### src/rtl/alu_sequencer.sv
// Command sequencer for the combinational 10-bit alu: fetches operands from an
// 8-entry register file, issues the operation, writes the result back and returns it.
module alu_sequencer #(
    parameter int              DW     = 10,
    parameter int              NREG   = 8,
    parameter int              AW     = $clog2(NREG),
    parameter int              OPW    = 5,
    parameter logic [OPW-1:0]  LDI_OP = '0
) (
    input  logic            clk,
    input  logic            rst_n,

    input  logic            cmd_valid,
    output logic            cmd_ready,
    input  logic [OPW-1:0]  cmd_opcode,
    input  logic [AW-1:0]   cmd_rd,
    input  logic [AW-1:0]   cmd_rs1,
    input  logic [AW-1:0]   cmd_rs2,
    input  logic [DW-1:0]   cmd_imm,

    output logic [OPW-1:0]  alu_opcode,
    output logic [DW-1:0]   alu_op1,
    output logic [DW-1:0]   alu_op2,
    input  logic [DW-1:0]   alu_res,
    input  logic            alu_s,
    input  logic            alu_g,

    output logic            rsp_valid,
    input  logic            rsp_ready,
    output logic [DW-1:0]   rsp_res,
    output logic            rsp_s,
    output logic            rsp_g,

    input  logic [AW-1:0]   dbg_addr,
    output logic [DW-1:0]   dbg_data
);

    typedef enum logic [1:0] {
        S_IDLE = 2'd0,
        S_EXEC = 2'd1,
        S_WB   = 2'd2,
        S_RESP = 2'd3
    } state_t;

    state_t          r_state;
    state_t          w_state_next;
    logic            w_accept;
    logic            w_wb_en;
    logic            w_rsp_done;

    logic [OPW-1:0]  r_alu_opcode;
    logic [DW-1:0]   r_alu_op1;
    logic [DW-1:0]   r_alu_op2;
    logic [AW-1:0]   r_rd;
    logic [DW-1:0]   r_imm;
    logic            r_flag_s;
    logic            r_flag_g;
    logic [DW-1:0]   r_rsp_res;
    logic            r_rsp_valid;

    logic            w_is_ldi;
    logic [DW-1:0]   w_wb_data;
    logic [DW-1:0]   w_rf [NREG];

    // ---------------- FSM ----------------
    always_ff @(posedge clk or negedge rst_n) begin
        if (!rst_n) begin
            r_state <= S_IDLE;
        end else begin
            r_state <= w_state_next;
        end
    end

    always_comb begin
        w_state_next = r_state;
        w_accept     = 1'b0;
        w_wb_en      = 1'b0;
        w_rsp_done   = 1'b0;
        case (r_state)
            S_IDLE: begin
                if (cmd_valid) begin
                    w_accept     = 1'b1;
                    w_state_next = S_EXEC;
                end
            end
            S_EXEC: begin
                w_state_next = S_WB;
            end
            S_WB: begin
                w_wb_en      = 1'b1;
                w_state_next = S_RESP;
            end
            S_RESP: begin
                if (rsp_ready) begin
                    w_rsp_done   = 1'b1;
                    w_state_next = S_IDLE;
                end
            end
            default: begin
                w_state_next = S_IDLE;
            end
        endcase
    end

    // The latched alu opcode doubles as the command opcode for the WB decision.
    assign w_is_ldi  = (r_alu_opcode == LDI_OP);
    assign w_wb_data = w_is_ldi ? r_imm : alu_res;

    // ---------------- Issue and response registers ----------------
    always_ff @(posedge clk or negedge rst_n) begin
        if (!rst_n) begin
            r_alu_opcode <= '0;
            r_alu_op1    <= '0;
            r_alu_op2    <= '0;
            r_rd         <= '0;
            r_imm        <= '0;
            r_flag_s     <= 1'b0;
            r_flag_g     <= 1'b0;
            r_rsp_res    <= '0;
            r_rsp_valid  <= 1'b0;
        end else begin
            if (w_accept) begin
                r_alu_opcode <= cmd_opcode;
                r_alu_op1    <= w_rf[cmd_rs1];
                r_alu_op2    <= w_rf[cmd_rs2];
                r_rd         <= cmd_rd;
                r_imm        <= cmd_imm;
            end
            if (w_wb_en) begin
                r_rsp_res   <= w_wb_data;
                r_rsp_valid <= 1'b1;
                if (!w_is_ldi) begin
                    r_flag_s <= alu_s;
                    r_flag_g <= alu_g;
                end
            end
            if (w_rsp_done) begin
                r_rsp_valid <= 1'b0;
            end
        end
    end

    // ---------------- Register file: one flop row per entry ----------------
    for (genvar gi = 0; gi < NREG; gi++) begin : g_rf
        logic [DW-1:0] r_q;

        always_ff @(posedge clk or negedge rst_n) begin
            if (!rst_n) begin
                r_q <= '0;
            end else if (w_wb_en && (r_rd == AW'(gi))) begin
                r_q <= w_wb_data;
            end
        end

        assign w_rf[gi] = r_q;
    end

    // ---------------- Outputs ----------------
    assign cmd_ready  = (r_state == S_IDLE);
    assign alu_opcode = r_alu_opcode;
    assign alu_op1    = r_alu_op1;
    assign alu_op2    = r_alu_op2;
    assign rsp_valid  = r_rsp_valid;
    assign rsp_res    = r_rsp_res;
    assign rsp_s      = r_flag_s;
    assign rsp_g      = r_flag_g;
    assign dbg_data   = w_rf[dbg_addr];

endmodule

### config.mk
export PLATFORM = sky130hd
export DESIGN_NAME = alu_sequencer
export DESIGN_NICKNAME = d
export VERILOG_FILES = /design/src/rtl/alu_sequencer.sv
export SDC_FILE = /design/constraint.sdc
export NUM_CORES = 1
export LEC_CHECK = 0
export ABC_CLOCK_PERIOD_IN_PS = 2300
export BUFFER_PORTS_ARGS = -buffer_cell sky130_fd_sc_hd__buf_2
export CORE_ASPECT_RATIO = 2
export CORE_MARGIN = 3
export CORE_UTILIZATION = 58
export CTS_CLUSTER_SIZE = 28
export DETAILED_ROUTE_END_ITERATION = 16
export GPL_TIMING_DRIVEN = 0
export PLACE_DENSITY_LB_ADDON = 0.12
export SYNTH_ARGS = -nofsm -noshare
export SYNTH_HDL_FRONTEND = slang
export SYNTH_SLANG_ARGS = --single-unit
### constraint.sdc
create_clock -name clk -period 2.3 [get_ports clk]
set_input_delay 0.115 -clock clk [delete_from_list [all_inputs] [get_ports clk]]
set_output_delay 0.115 -clock clk [all_outputs]
set_load 0.005 [all_outputs]
# After elaboration in Yosys (flattened, before gate mapping)
# Cells that the tools add are included.
[classes]
magnitude_cmp = 3
n_eq_ne = 12
mux = 20
bitwise_logic = 4
n_reduce_logical = 14
[ops]
columns = ["op", "count"]
rows = [
  ["10-bit binary-select mux with 3-bit select", 3],
  ["10-bit two-way mux", 7],
  ["3-bit equality test (second input constant)", 4],
  ["4-bit >= comparator (second input constant)", 3],
  ["3-bit NOT with 4-bit output", 3],
  ["1-bit logical AND", 8],
  ["2-bit case mux with 4 select lines", 1],
  ["1-bit two-way mux", 7],
  ["3-bit by 2-bit equality test with 1-bit output (second input constant)", 2],
  ["5-bit logical NOT", 1],
  ["2-bit equality test (second input constant)", 2],
  ["2-bit two-way mux", 2],
  ["2-bit != test (second input constant)", 2],
  ["2-bit AND reduction", 2],
  ["3-bit by 1-bit equality test with 1-bit output (second input constant)", 1],
  ["3-bit logical NOT", 1],
  ["2-bit by 1-bit equality test with 1-bit output (second input constant)", 1],
  ["2-bit logical NOT", 1],
  ["2-bit nonzero test", 1],
  ["1-bit NOT", 1],
]
[word_totals]
regBits = 133
out_inout_bits = 49
elab_cells = 71

# Depth between registers and ports, before layout
[depth]
depth_word = 4
depth_mapped = 7

# Least setup slack after synthesis
# Ideal clock, no wire load.
[synth_path]
kind = "reg-to-reg"
startpoint = "reg r_state[0]"
endpoint = "reg g_rf[1].r_q[8]"
setup_ns = 0.141
t_arrival_ns = 1.475
setup_slack_ns = 0.684
path_stages_with_launch = 7
n_path_buf = 2
synth_period_minus_slack_ns = 1.616
cell_sequence = "dfrtp_1 > inv_1 > ha_1 > buf_2 > nor4bb_1 > clkbuf_1 > a31oi_1"
[synth_between]
elab_chain_len = 3
[synth_rtl]
columns = ["item", "line", "source"]
rows = [
  ["start: declaration", "45", "state_t r_state;"],
  ["start signal: assignment", "70", "r_state <= w_state_next;"],
  ["2-bit equality test", "79", "case (r_state)"],
  ["1-bit two-way mux", "79", ""],
  ["1-bit logical AND", "150", "end else if (w_wb_en && (r_rd == AW'(gi))) begin"],
  ["end signal: assignment", "151", "r_q <= w_wb_data;"],
  ["end: declaration", "145", "logic [DW-1:0] r_q;"],
]
# Every way passes these cells.
# A chain may end at the register's enable or synchronous reset.

# Final worst setup path
[layout_path]
startpoint = "reg r_state[0]"
endpoint = "reg g_rf[5].r_q[3]"
[layout_between]
elab_chain_len = 3
[layout_rtl]
columns = ["item", "line"]
rows = [
  ["2-bit equality test", "79"],
  ["1-bit two-way mux", "79"],
  ["1-bit logical AND", "150"],
  ["end signal: assignment", "151"],
  ["end: declaration", "145"],
]
# Every way passes these cells.

==> metrics.yaml <==
setup_violations: 0
placed_cell_area_mm2: 0.00783
combPwrFrac_pct: 37.8
gr-total-overflow: 0
crit_path_end_kind: "flip-flop"
first_pass_iters: 8
cp.required_ps: 2620
power.density_mw_per_mm2: 1360
worstMarginPinSlew_ps: 1150
final_area_mm2: 0.00865
drive_gt1_share_pct: 32.5
switching_share_pct: 38.2
clk_latency_ps: 420
num_io_pins: 92
post_cts_buffers: 0
grt_setup_unrepaired: "no"
grt_max_degree: 72
period_minus_slack_ps: 2160
peakVddDrop_v: 0.000925
synth_area_mm2: 0.00718
ys.warnings.count: 0
synth_nets: 670
ys_ff_latch: 133
fill_cells: 879
synthArstFlopShare_pct: 100
grt_pass1_wl_mm: 37.3
status: "completed"
io_buffers: 86
maxCapViolations: 0
seqPwrFrac_pct: 38.5
period_share_pct: 93.7
num_vias: 6287
dp_hpwl_mm: 17.0
synth_top_family_by_area: "multiplexers"
fin_skew_ps: 6.75
rrSetupSlack_ps: 140
wirelength_mm: 24.4
pwr-share-clk_pct: 23.7
cts_buffers: 17
p_switching_mw: 4.50
ant_nets: 0
synth-compound-area-share_pct: 16.7
synth_cell_types: 33
cts_num_sinks: 133
fin_nets: 798
final_cell_mix: "dfrtp_1 (133), buf_2 (96), nor2_1 (93)"
core.rowCount: 56
htree_levels: 4
area_growth_pct: 20.5
start_util_pct: 60.3
fp.dieArea_mm2: 0.0138
cts_tree: "done"
synthCells: 624
tns_ps: 0
drtIter0Drc: 903
multiInputGateArea_mm2: 0.00363
p_leak_nw: 3.55
antenna_found_initial: 0
ff_latch_area_mm2: 0.00333
routedWlPerCell_um: 26.8
maxSlewViolCount: 0
grt_pass1_vias: 6548
layout_commonest_cell: "dfrtp_1"
muxShareOfSynthArea_pct: 23.0
synth_xor_area_share_pct: 0
n_antenna_cell: 0
synth_edf_count: 0
grt_usage_pct: 36.4
fp.dieH_um: 163
drcViolationCount: 0
coreArea_mm2: 0.0119
fmax_mhz: 464
clockBufferDepth: 2
arrival_ps: 2480
startpoint_type: "flip-flop"
synth_ff_type: "dfrtp_1"
min_path_type: "input pin to flip-flop"
postSynthAreaPerCell_um2: 11.5
hold_viol_final: 0
crit_fanout: 10
viasPerCell: 6.91
synth-simple-area-share_pct: 10.3
cts_root_buffer: "clkbuf_16"
fp.dieW_um: 84.7
p_int_mw: 7.29
setup.worst_path.class: "flip-flop to flip-flop"
globalplace.congestion: 0.979
clkTransAtPathRegs_ps: 60
slew_headroom_pct: 23.3
synthAdderAreaFrac_pct: 0.523
ys_seq_area_share_pct: 46.3
-- power groups by stage --
stage / sequential [mW] / clock, mW / combinational [mW]
after floorplan: 4.23 / 0 / 2.98
after CTS: 4.48 / 2.78 / 4.41
after global placement: 4.41 / 0 / 4.20
after global routing: 4.65 / 2.88 / 4.82
final: 4.54 / 2.79 / 4.46
after detailed placement: 4.52 / 0 / 4.36
-- through the flow --
step / hold slack (ps) / power [mW] / utilization [%] / cells / setup slack [ps]
3_5_place_dp: 134 / 8.87 / 65.7 / 856 / 109
5_1_grt: 75.8 / 12.4 / 72.7 / 910 / 4.78
6_report: 61.6 / 11.8 / 72.7 / 910 / 145
2_1_floorplan: -181 / 7.21 / - / 624 / 684
3_3_place_gp: 310 / 8.61 / 65.4 / 855 / -604
4_1_cts: 53.8 / 11.7 / 72.6 / 910 / 80.8
-- critical path: stages (launching register included) --
cell      delay (ps)
dfrtp_1          400
inv_1             90
ha_1             210
buf_2            240
and4b_1          240
clkbuf_1         570
nor2_1            80
a31oi_1          230
-- sequential cells by signal (all words and copies together), names as in the netlist --
| signal | flops |
|---|---|
| r_rd | 3 |
| rsp_res | 10 |
| r_imm | 10 |
| alu_opcode | 5 |
| rsp_valid | 1 |
| alu_op2 | 10 |
| rsp_s | 1 |
| r_state | 2 |
| alu_op1 | 10 |
| rsp_g | 1 |
| g_rf.r_q | 80 |
-- final timing paths --
check / start / to / depth (start not counted)
worst max register to register: r_state[0] / g_rf[5].r_q[3] / 7
min in group asynchronous: rst_n / g_rf[5].r_q[9] / 2
max in group asynchronous: rst_n / g_rf[1].r_q[1] / 3
worst min register to register: alu_op1[9] / alu_op1[9] / 2
worst max-delay path: r_state[0] / g_rf[5].r_q[3] / 7
worst min-delay path: alu_res[2] / g_rf[5].r_q[2] / 3
-- layout make-up --
cell class	instances	share of cell area [%]
multi-input combinational	439	41.9
sequential	133	38.5
timing repair buffer	109	7.91
clock buffer	19	5.12
buffer	48	2.53
tap	145	2.10
clock inverter	13	1.82
inverter	4	0.173
-- cells in the mapped netlist (all sizes together) (19+ instances only) --
library cell,n,area share (%)
nand2,23,1.2
buf,19,1.4
clkbuf,29,1.6
dfrtp,133,46
mux4,20,6.3
nor2,93,4.9
mux2i,40,5.6
a31oi,90,7.8
a22o,20,2.4
o31ai,20,2.1
mux2,71,11
o22ai,20,1.7
-- timing repair --
action / CTS / global route
hold buffers: 22 / 0
setup endpoints to repair: 0 / 33
hold endpoints to repair: 83 / 0
gates resized for setup: 0 / 10
-- cell families (layout without fill, tap and decap cells) --
logic type | after synthesis | in the layout
AOI/OAI and AO/OA | 164 | 164
and+or+nand+nor | 141 | 141
DFF | 133 | 133
muxes | 131 | 131
buffers and inverters | 52 | 193
adders and majority gates | 3 | 3
-- routing by layer --
layer	up-vias	track usage, %	wire [um]
met3	132	8.28	1970
met5	-	0	0
li1	2639	-	-
met4	0	24.7	1860
met2	429	62.6	12500
met1	3087	39.0	8030
Power figures use the tool's default switching activity.
